===== src/rtl/rvb_pcpi_pkg.sv =====
// Shared types and constants for the PCPI initiator (rvb_pcpi_master).
package rvb_pcpi_pkg;

  typedef enum logic [1:0] {
    IDLE   = 2'd0,
    ISSUE  = 2'd1,
    RESULT = 2'd2
  } pcpi_state_t;

  localparam int unsigned RVB_PCPI_TIMEOUT_DEFAULT = 16;
  localparam int unsigned RVB_PCPI_TIMER_W         = 8;
  localparam int unsigned RVB_PCPI_CYCLES_W        = 16;

  // Saturating increment for the optional valid-cycle counter.
  function automatic logic [RVB_PCPI_CYCLES_W-1:0] sat_inc(
    input logic [RVB_PCPI_CYCLES_W-1:0] value
  );
    return (&value) ? value : value + 1'b1;
  endfunction

endpackage


===== src/rtl/rvb_pcpi_master.sv =====
// PCPI initiator: valid/ready command in, PCPI request out, valid/ready response back,
// with PicoRV32-style illegal-instruction timeout. Optional `RVB_PCPI_CYCLES_EN adds dout_cycles.
module rvb_pcpi_master
  import rvb_pcpi_pkg::*;
#(
  parameter int unsigned TIMEOUT = RVB_PCPI_TIMEOUT_DEFAULT
) (
  input  logic        clk,
  input  logic        resetn,
  input  logic        din_valid,
  output logic        din_ready,
  input  logic [31:0] din_insn,
  input  logic [31:0] din_rs1,
  input  logic [31:0] din_rs2,
  input  logic [31:0] din_rs3,
  output logic        dout_valid,
  input  logic        dout_ready,
  output logic [31:0] dout_rd,
  output logic        dout_wr,
  output logic        dout_illegal,
  output logic        pcpi_valid,
  output logic [31:0] pcpi_insn,
  output logic [31:0] pcpi_rs1,
  output logic [31:0] pcpi_rs2,
  output logic [31:0] pcpi_rs3,
  input  logic        pcpi_wr,
  input  logic [31:0] pcpi_rd,
  input  logic        pcpi_wait,
  input  logic        pcpi_ready
`ifdef RVB_PCPI_CYCLES_EN
  ,
  output logic [RVB_PCPI_CYCLES_W-1:0] dout_cycles
`endif
);

  localparam logic [RVB_PCPI_TIMER_W-1:0] TIMEOUT_LAST = RVB_PCPI_TIMER_W'(TIMEOUT - 1);

  pcpi_state_t                 state, next_state;
  logic [RVB_PCPI_TIMER_W-1:0] timer;
  logic                        waited;
  logic                        ready_en;
  logic                        accept;
  logic                        timed_out;

  assign accept    = din_valid && din_ready;
  assign timed_out = !waited && (timer == TIMEOUT_LAST);

  // NOTE: sequential state uses non-blocking assignments so every register samples pre-edge values.
  always_ff @(posedge clk or negedge resetn) begin
    if (!resetn) state <= IDLE;
    else         state <= next_state;
  end

  // NOTE: default assignment first so no path through the case infers a latch.
  always_comb begin
    next_state = state;
    unique case (state)
      IDLE:    if (accept) next_state = ISSUE;
      ISSUE:   if (pcpi_ready || (!pcpi_wait && timed_out)) next_state = RESULT;
      RESULT:  if (dout_ready) next_state = IDLE;
      default: next_state = IDLE;
    endcase
  end

  // ready_en keeps din_ready low through reset and rises on the first edge after release.
  always_comb begin
    din_ready  = (state == IDLE) && ready_en;
    dout_valid = (state == RESULT);
  end

  always_ff @(posedge clk or negedge resetn) begin
    if (!resetn) ready_en <= 1'b0;
    else         ready_en <= 1'b1;
  end

  always_ff @(posedge clk or negedge resetn) begin
    if (!resetn) begin
      pcpi_valid   <= 1'b0;
      pcpi_insn    <= '0;
      pcpi_rs1     <= '0;
      pcpi_rs2     <= '0;
      pcpi_rs3     <= '0;
      timer        <= '0;
      waited       <= 1'b0;
      dout_rd      <= '0;
      dout_wr      <= 1'b0;
      dout_illegal <= 1'b0;
    end else begin
      unique case (state)
        IDLE: begin
          if (accept) begin
            pcpi_insn  <= din_insn;
            pcpi_rs1   <= din_rs1;
            pcpi_rs2   <= din_rs2;
            pcpi_rs3   <= din_rs3;
            pcpi_valid <= 1'b1;
            timer      <= '0;
            waited     <= 1'b0;
          end
        end
        ISSUE: begin
          if (pcpi_ready) begin
            dout_wr      <= pcpi_wr;
            dout_rd      <= pcpi_wr ? pcpi_rd : 32'd0;
            dout_illegal <= 1'b0;
            pcpi_valid   <= 1'b0;
          end else if (pcpi_wait) begin
            // A claimed command may run arbitrarily long; the timeout stays off from here on.
            waited <= 1'b1;
            timer  <= '0;
          end else if (timed_out) begin
            dout_illegal <= 1'b1;
            dout_wr      <= 1'b0;
            dout_rd      <= '0;
            pcpi_valid   <= 1'b0;
          end else if (!waited) begin
            timer <= timer + 1'b1;
          end
        end
        default: ;
      endcase
    end
  end

`ifdef RVB_PCPI_CYCLES_EN
  logic [RVB_PCPI_CYCLES_W-1:0] valid_cnt;

  // valid_cnt counts completed ISSUE cycles; the cycle that ends ISSUE adds the final one.
  always_ff @(posedge clk or negedge resetn) begin
    if (!resetn) begin
      valid_cnt   <= '0;
      dout_cycles <= '0;
    end else begin
      if (accept) begin
        valid_cnt <= '0;
      end else if (state == ISSUE) begin
        valid_cnt <= sat_inc(valid_cnt);
        if (next_state == RESULT) dout_cycles <= sat_inc(valid_cnt);
      end
    end
  end
`endif

endmodule


===== config.mk =====
export PLATFORM = sky130hd
export DESIGN_NAME = rvb_pcpi_master
export DESIGN_NICKNAME = d
export VERILOG_FILES = /design/src/rtl/rvb_pcpi_pkg.sv /design/src/rtl/rvb_pcpi_master.sv
export SDC_FILE = /design/constraint.sdc
export NUM_CORES = 1
export LEC_CHECK = 0
export CAP_MARGIN = 20
export CORE_UTILIZATION = 40
export DETAILED_ROUTE_END_ITERATION = 8
export PLACE_DENSITY = 0.81
export SETUP_SLACK_MARGIN = 0.1
export SLEW_MARGIN = 5
export SYNTH_ARGS = -nofsm -noshare
export SYNTH_HDL_FRONTEND = slang
export SYNTH_SLANG_ARGS = --single-unit

===== constraint.sdc =====
create_clock -name clk -period 2.58 [get_ports clk]
set_clock_uncertainty 0.2 [all_clocks]
set_input_delay 0.516 -clock clk [delete_from_list [all_inputs] [get_ports clk]]
set_output_delay 0.516 -clock clk [all_outputs]
set_load 0.02 [all_outputs]

## After elaboration in Yosys (flattened, before gate mapping)

Cells that the tools add are included.

- Register bits: 175
- Output and inout port bits: 165
- Logic and storage cells: 69

- Add/subtract/negate cells: 1
- Equality and inequality tests: 13
- Mux-type cells: 27
- Reductions and logical operators: 16

Operators by type and width:

| operator | count |
|---|---|
| $mux 32 | 4 |
| $mux 8 | 5 |
| $pmux 8 s2 | 1 |
| $ne 3x3->1 const B | 4 |
| $mux 1 | 11 |
| $add 8x1->8 const B | 1 |
| $eq 8x4->1 const B | 1 |
| $ne 2x2->1 const B | 4 |
| $reduce_and 4->1 | 2 |
| $mux 2 | 3 |
| $pmux 2 s3 | 1 |
| $reduce_and 3->1 | 2 |
| $reduce_and 5->1 | 1 |
| $logic_and 1x1->1 | 4 |
| $ne 2x1->1 const B | 2 |
| $pmux 1 s2 | 2 |
| $reduce_bool 2->1 | 2 |
| $eq 2x1->1 const B | 1 |
| $eq 2x2->1 const B | 1 |
| $logic_not 1->1 | 2 |
| $logic_not 2->1 | 1 |
| $reduce_and 2->1 | 1 |
| $logic_or 1x1->1 | 1 |

## Depth between registers and ports, before layout

Gate-level depths: netlist of the first run.

- Depth after elaboration: 6
- Depth in mapped cells: 6
- Gate-level depth less buffers: 5

## Least setup slack after synthesis of the first run

No wires, ideal clock.

- Path type: input port to flip-flop
- Start: input port pcpi_ready
- End: register timer[5]
- Setup time: 83 ps
- Data arrival time: 1,586 ps
- Required time: 2,297 ps
- Path slack: 712 ps
- Cell stages on the path: 3
- Path buffers: 0
- Cells stage by stage: or4b_4 or4_1 o21ai_0

- Longest elaborated chain between the ends: 2

Ends and longest elaborated chain:

| what | line | text |
|---|---|---|
| start: declaration | rvb_pcpi_master.sv:29 | `input logic pcpi_ready` |
| $ne 2x2->1 (no source line) | -- |  |
| $reduce_and 5->1 (no source line) | -- |  |
| end signal: assignment | rvb_pcpi_master.sv:117 | `timer <= timer + 1'b1;` |
| end: declaration | rvb_pcpi_master.sv:39 | `logic [RVB_PCPI_TIMER_W-1:0] timer;` |

No other way between the ends.
A chain may end at the register's enable or synchronous reset.

## Worst setup path in the final report of the first run

- Start: register state[0]
- End: output port dout_valid

- Longest elaborated chain between the ends: 1

Ends and longest elaborated chain:

| what | line | text |
|---|---|---|
| start: declaration | rvb_pcpi_master.sv:38 | `pcpi_state_t state, next_state;` |
| start signal: assignment | rvb_pcpi_master.sv:51 | `else state <= next_state;` |
| $eq 2x2->1 | rvb_pcpi_master.sv:68 | `dout_valid = (state == RESULT);` |
| end: declaration | rvb_pcpi_master.sv:16 | `output logic dout_valid,` |

No other way between the ends.

==> results of run 1 <==
-- cell families after synthesis --
kind of cell,after synthesis
multiplexers,128
AO/OA/AOI/OAI,55
flip-flops,175
other,1
buffers and inverters,30
adder cells (fa/ha/maj),1
AND/OR/NAND/NOR,33
-- state kept, by name, indices dropped and copies added, names as in the netlist --
register      count
pcpi_rs2         32
pcpi_insn        32
pcpi_rs3         32
dout_illegal      1
dout_wr           1
waited            1
pcpi_valid        1
ready_en          1
timer             8
state             2
dout_rd          32
pcpi_rs1         32
-- worst max-delay path: stages (launching register included) --
cell	delay, ns
dfrtp_1	0.45
nand2b_1	0.19
inv_1	0.07
dlygate4sd2_1	0.34
-- routing by layer --
metal  wire (µm)  part of all wire, %
met5           0                    0
met4         499                  2.8
met1        6766                   38
met2        9131                   51
met3        1510                  8.4
-- worst paths after layout --
| kind | startpoint | to | slack (ns) | depth (start not counted) |
|---|---|---|---|---|
| worst max-delay path | state[0] | dout_valid | 0.39 | 3 |
| worst min-delay path | pcpi_valid | pcpi_valid | 0.29 | 1 |
| worst max register to register | state[0] | pcpi_insn[18] | 0.56 | 4 |
| worst min register to register | pcpi_valid | pcpi_valid | 0.29 | 1 |
| max in group asynchronous | resetn | dout_rd[9] | 1.11 | 3 |
| min in group asynchronous | resetn | pcpi_rs3[13] | 0.39 | 2 |
-- cells in the final DEF, fill, tap and decap left out, drive strengths merged, types with 2 or more instances in the layout --
cell type and count:
a21o 2, a21oi 6, a22o 32, a31oi 5
and3 3, buf 17, bufinv 2, clkbuf 22
clkdlybuf4s50 328, clkinv 4, clkinvlp 2, dfrtp 175
inv 7, mux2 128, nand2 5, nand2b 2
nand4 2, nor2 5, nor2b 2, nor3b 3
o21ai 7, or4 2
-- timing repair --
action | in CTS | in global routing
pin swaps | 0 | 0
endpoints found under the setup margin | 1 | 1
gates resized for setup | 1 | 1
hold buffers | 1 | 0
hold endpoints to repair | 39 | 0
-- per-stage QoR --
stage | setup WS [ns] | instances
floorplan | 0.7115 | 423
global placement | 0.1456 | 962
detailed placement | 0.1025 | 962
CTS | 0.1175 | 994
global route | 0.3345 | 994
finish | 0.3921 | 994
-- power groups by stage --
stage | registers (µW) | clock network, µW | logic [µW]
6_report | 4250 | 2530 | 4740
5_1_grt | 4370 | 2690 | 4960
4_1_cts | 4250 | 2590 | 4790
3_5_place_dp | 4290 | 0 | 4760
3_3_place_gp | 4220 | 0 | 4670
2_1_floorplan | 5380 | 0 | 1050
-- final cells by class --
class	instances	area [µm²]	share of cell area, %
Sequential cell	175	4379	40.13
Timing Repair Buffer	348	3533	32.38
Multi-Input combinational cell	218	2126	19.48
Clock buffer	22	474.2	4.345
Tap cell	216	270.3	2.476
Clock inverter	9	107.6	0.9860
Inverter	6	22.52	0.2064
==> impl_results.md, run 1 <==
- Status: finished clean
- Seq/Total Area, Yosys: about 66%
- LEAKAGE: approximately 0.0046 µW
- Pint: 7770 µW
- CTS tree: yes
- Met2 Resource Use GR: approximately 37%
- CTS H-tree depth: 4
- Ranking of synthesized cells by area: dfrtp_1 66%, mux2_2 22%, a22o_1 4.2%
- Adder-cell share of the synthesized area: less than 1%
- Share of layout cells above drive strength 1: 23.14%
- Detail Route Antenna Nets: 0
- CP max FO: 6
- Worst vdd ir: roughly 0.53 mV
- First-pass GRT wire length: between 20000 and 30000 µm
- Flop pwr share: between 30% and 40%
- Largest area contributor in the netlist: dfrtp_1
- Clk pwr share: between 20 and 25%
- GR peak layer: met2
- Synth cell count leaders: 175 x dfrtp_1, 128 x mux2_2, 32 x a22o_1
- Pin count of the biggest net entering global routing: between 50 and 60
- Vias: 4890
- Worst-path clk slew: 0.06 ns
- Setup TNS Final: 0 ns
- Initial DRC count: between 100 and 150
- Setup bufs post-CTS: 0
- Synth Flop Type: dfrtp_1
- Finish-stage setup viols: 0
- Sw frac: 32.49%
- Total Power: ~12000 µW
- Total GRT Usage: between 20% and 30%
- Syn. warnings: 0
- Met1 Use GR: between 20% and 30%
- Core Rows: 46
- WP data required: between 1.5 and 2 ns
- Placed cell areas: between 10000 and 15000 µm²
- CTS max path bufs: 2
- Syn Inst Count: around 420
- Pwr Density: approximately 1100 nW/µm²
- EDFF count, synth: 0
- Crit path time final: between 2 and 2.5 ns
- Routed length per instance: about 18 µm
- Simple-gate share of the synthesized area: ~3.5%
- Max-cap viol count: 0
- Clock root buffer master: clkbuf_16
- Met3 Resource Use GR: 7.793%
- Finished Cell Area: 10910 µm²
- Count leader, synth: dfrtp_1
- Worst slew pin tran: just over 0.5 ns
- DIE WIDTH: 131.2 µm
- Via-to-Cell Ratio: 4.920
- Ant. Diodes: 0
- Layout area overhead: 63.55%
- WS Path Type: reg2out
- CTS Buf Count: 17
- Clk Latency, worst-skew pair: between 0.4 and 0.5 ns
- Initial antenna violation count: 0
- Post-synth design cell area: roughly 6700 µm²
- Port bufs: approximately 330
- Fillers: 1067
- Gr ovfl total: 0
- Core Region: between 15000 and 20000 µm²
- Total wire length: 17910 µm
- Hold crit path type: reg2reg
- Die extent in y: about 130 µm
- Final hold slack: between 0.2 and 0.3 ns
- CTS Sinks: roughly 180
- Combinational power share: 41.2%
- #FFs+latches synth: between 150 and 200
- I/O pin count: approximately 330
- GP Congestion: 0.8682
- Final hold vios: 0
- Distinct cells, synth: 39
- WP data arrival: 1.47 ns
- Fin. max-slew vios: 0
- Avg Inst Size Synth: around 16 µm²
- DRC Markers: 0
- Crit share post-route: 84.80%
- Post-layout nets: about 930
- Fin util: between 60% and 70%
- First-pass DRT Iterations: 4
- Compound-Gate Fraction of Synth Area: under 10%
- Maximum clock frequency: 0.4571 GHz
- P_sw: 3740 µW
- Critical path endpoint category: primary output
- Die area: between 15000 and 20000 µm²
- Multiplexer area fraction after synthesis: 21.60%
- Unrepaired setup endpoints after global routing: no
- Synth Area in XOR/XNOR: 0%
- Number of global-route vias before repair: approximately 5300
- Largest family of logic cells by synthesized area: multiplexers
- Slew headroom: 65.86%
- Fraction of registers with async set or reset after synthesis: 100.0%
- Setup crit start kind: flop
- Hpwl dp: roughly 13000 µm
- Yosys top cell area share: roughly 66%
- Mapped Nets: roughly 600
- Initial Util: between 40% and 50%
No activity file was read; power rests on OpenSTA's default activity.
==> run 2, diff against run 1 <==
--- a/config.mk
+++ b/config.mk
@@ -6,9 +6,9 @@
 export NUM_CORES = 1
 export LEC_CHECK = 0
 export CAP_MARGIN = 20
-export CORE_UTILIZATION = 40
+export CORE_UTILIZATION = 36
 export DETAILED_ROUTE_END_ITERATION = 8
-export PLACE_DENSITY = 0.81
+export PLACE_DENSITY = 0.77
 export SETUP_SLACK_MARGIN = 0.1
 export SLEW_MARGIN = 5
 export SYNTH_ARGS = -nofsm -noshare
==> constraint.sdc (replaced) <==
create_clock -name clk -period 1.8 [get_ports clk]
set_clock_uncertainty 0.2 [all_clocks]
set_input_delay 0.36 -clock clk [delete_from_list [all_inputs] [get_ports clk]]
set_output_delay 0.36 -clock clk [all_outputs]
set_load 0.02 [all_outputs]
==> run 2 against run 1 <==
Compared with the run above: the flow now finishes with violations (design-rule violations, negative setup slack); utilization shrank 1.8 points; cell area grew 9.7%; wire length grew 19%; final cell count grew 7.7%; first-iteration DRC count grew 66%; die area grew 11%; count of clock-buffer cells in the layout shrank 3; critical path depth grew 1; sequential share of layout area shrank 3.5 points; register-to-register slack lost 0.77 ns; largest cell class unchanged; setup slack lost 0.61 ns.
==> impl_results.md, run 2 (same netlist as run 1, synthesis figures left out) <==
- Worst R2R Setup Slack: -0.21 ns (-0.77 ns)
- I/O pin count: 332 (unchanged)
- Pre-CTS setup slack: -0.6199 ns (-0.7223 ns)
- Commonest non-fill, non-tap cell in the layout: dfrtp_1
- First-pass DRT Iterations: 6 (+2)
- Sw frac: 34.72% (+2.2 points)
- Pint: 10900 µW (+40%)
- Failing checks: design-rule violations, negative setup slack
- Pin count of the biggest net entering global routing: 45 (-12%)
- Die area: 19080 µm² (+11%)
- Detail Route Antenna Nets: 0 (unchanged)
- Worst Reg-to-Reg Cells: 4 (unchanged)
- Worst-path clk slew: 0.07 ns (about the same)
- Fin. max-slew vios: 0 (unchanged)
- Number of global-route vias before repair: 5794 (+9.0%)
- DIE WIDTH: 138.1 µm (+5.3%)
- Initial DRC count: 204 (+66%)
- Worst reg2reg path endpoint: timer[7]
- Slowest CP cell: or4b_4
- Area of the multi-input gates: 2708 µm² (+27%)
- GR peak layer: met2
- CTS Buf Count: 17 (unchanged)
- GP Congestion: 0.8297 (-4.4%)
- Worst vdd ir: 0.8072 mV (+52%)
- Vias: 5293 (+8.2%)
- Initial Util: 36.89% (-4.7 points)
- Most frequent cells in the layout: 173 x dfrtp_1, 164 x clkdlybuf4s50_1, 108 x mux2_4
- Initial antenna violation count: 0 (unchanged)
- Hold crit path type: in2async
- Die extent in y: 138.1 µm (+5.3%)
- Critical path endpoint category: flop
- Reg2reg start: state[1]
- Total wire length: 21240 µm (+19%)
- WS Path Type: reg2reg
- Ant. Diodes: 0 (unchanged)
- Port bufs: 331 (unchanged)
- P_sw: 5797 µW (+55%)
- WP data required: 1.93 ns (+0.07 ns)
- Total GRT Usage: 21.69% (+0.074 points)
- Storage cell area: 4382 µm² (about the same)
- Share of layout cells above drive strength 1: 38.24% (+15 points)
- Via-to-Cell Ratio: 4.942 (+0.46%)
- Hpwl dp: 13250 µm (-1.1%)
- Fin worst setup slack: -0.2140 ns (-0.6061 ns)
- Maximum clock frequency: between 0.4 and 0.5 GHz
- Worst path cell trace: buf_6 -> or4b_4 -> or4_1 -> o21ai_1
- Clock root buffer master: clkbuf_16
- Max incr delay on CP: 0.53 ns (+0.08 ns)
- First-pass GRT wire length: 32090 µm (+12%)
- Post-layout nets: 997 (+6.7%)
- Met1 Use GR: 25.68% (+1.7 points)
- Combinational power share: 42.0% (+0.8 points)
- Routed length per instance: 19.83 µm (+10%)
- LEAKAGE: 0.005442 µW (+19%)
- Core Region: 18090 µm² (+13%)
- CTS H-tree depth: 4 (unchanged)
- Met2 Resource Use GR: 37.92% (+0.65 points)
- Clk Latency, worst-skew pair: 0.41 ns (about the same)
- CP max FO: 6 (unchanged)
- Max-cap viol count: 0 (unchanged)
- Core Rows: 49 (+6.5%)
- Crit path time final: 2.014 ns
- Layout area overhead: 79.45%
- Crit share post-route: 111.9%
- Met3 Resource Use GR: 6.304% (-1.5 points)
- Unrepaired setup endpoints after global routing: yes
- Final hold slack: 0.2425 ns (-0.05171 ns)
- Total Power: 16700 µW (+45%)
- Flop pwr share: 36.8% (about the same)
- Gr ovfl total: 0 (unchanged)
- CP Buf/Inv Count: 1 (-1)
- CTS tree: yes
- Fillers: 1308 (+23%)
- Finish-stage setup viols: 173 (+173)
- WP data arrival: 2.15 ns (+0.68 ns)
- Setup crit start kind: flop
- CP top delay family: simple AND/OR/NAND/NOR gates
- Status: finished, violations left
- Clk pwr share: 21.2% (-0.7 points)
- CTS Sinks: 175 (unchanged)
- DRC Markers: 50 (+50)
- CTS max path bufs: 2 (unchanged)
- Pwr Density: 1394 nW/µm² (+32%)
- Final hold vios: 0 (unchanged)
-- run 2: power groups by stage --
stage / Clock [µW] / Combinational [µW] / Sequential [µW]
final: 3540 / 7010 / 6140
after global routing: 3790 / 7330 / 6300
after CTS: 3620 / 6960 / 6100
after detailed placement: 0 / 6960 / 6130
after global placement: 0 / 6830 / 6070
after floorplan: 0 / 1590 / 7710
-- run 2: per-layer routing --
layer	routed length [µm]	vias up
li1	-	2356
met1	8320	2646
met2	10880	247
met3	1493	44
met4	536	0
met5	0	-
-- run 2: how the worst max path moves through the flow --
stage / from / to / slack, ns / cells after the start
2_1_floorplan: timer[0] / dout_rd[0] / 0.02 / 6
3_3_place_gp: pcpi_wait / state[1] / -0.52 / 5
3_5_place_dp: pcpi_wait / state[1] / -0.62 / 5
4_1_cts: state[1] / pcpi_insn[18] / -0.15 / 6
5_1_grt: state[1] / timer[7] / -0.25 / 4
6_report: state[1] / timer[7] / -0.21 / 4
-- run 2: area by class of cell --
class	instances	share of cell area (%)
Clock inverter	13	1.055
Clock buffer	19	3.699
Inverter	6	0.1881
Sequential cell	175	36.59
Timing Repair Buffer	405	33.46
Tap cell	229	2.393
Multi-Input combinational cell	224	22.61
-- run 2: timing repair --
action	4_1_cts	5_1_grt
resized for setup	380	167
pin swaps	11	13
hold buffers	1	0
gates cloned	14	4
endpoints found under the setup margin	337	298
endpoints found under the hold margin	39	0
setup buffers	20	5
-- run 2: stage by stage --
step / setup TNS (ns) / util, % / instance area [µm²] / cells
after floorplan: 0 / - / 6761 / 423
after global placement: -61.59 / 58.20 / 10530 / 998
after detailed placement: -71.32 / 58.20 / 10530 / 998
after CTS: -14.97 / 66.33 / 12000 / 1065
after global routing: -28.42 / 66.21 / 11970 / 1071
final: -20.29 / 66.21 / 11970 / 1071
-- run 2: worst register-to-register path, stage by stage, from the launching register on --
cell	delay, ns
dfrtp_2	0.45
buf_6	0.13
or4b_4	0.53
or4_1	0.53
o21ai_1	0.09
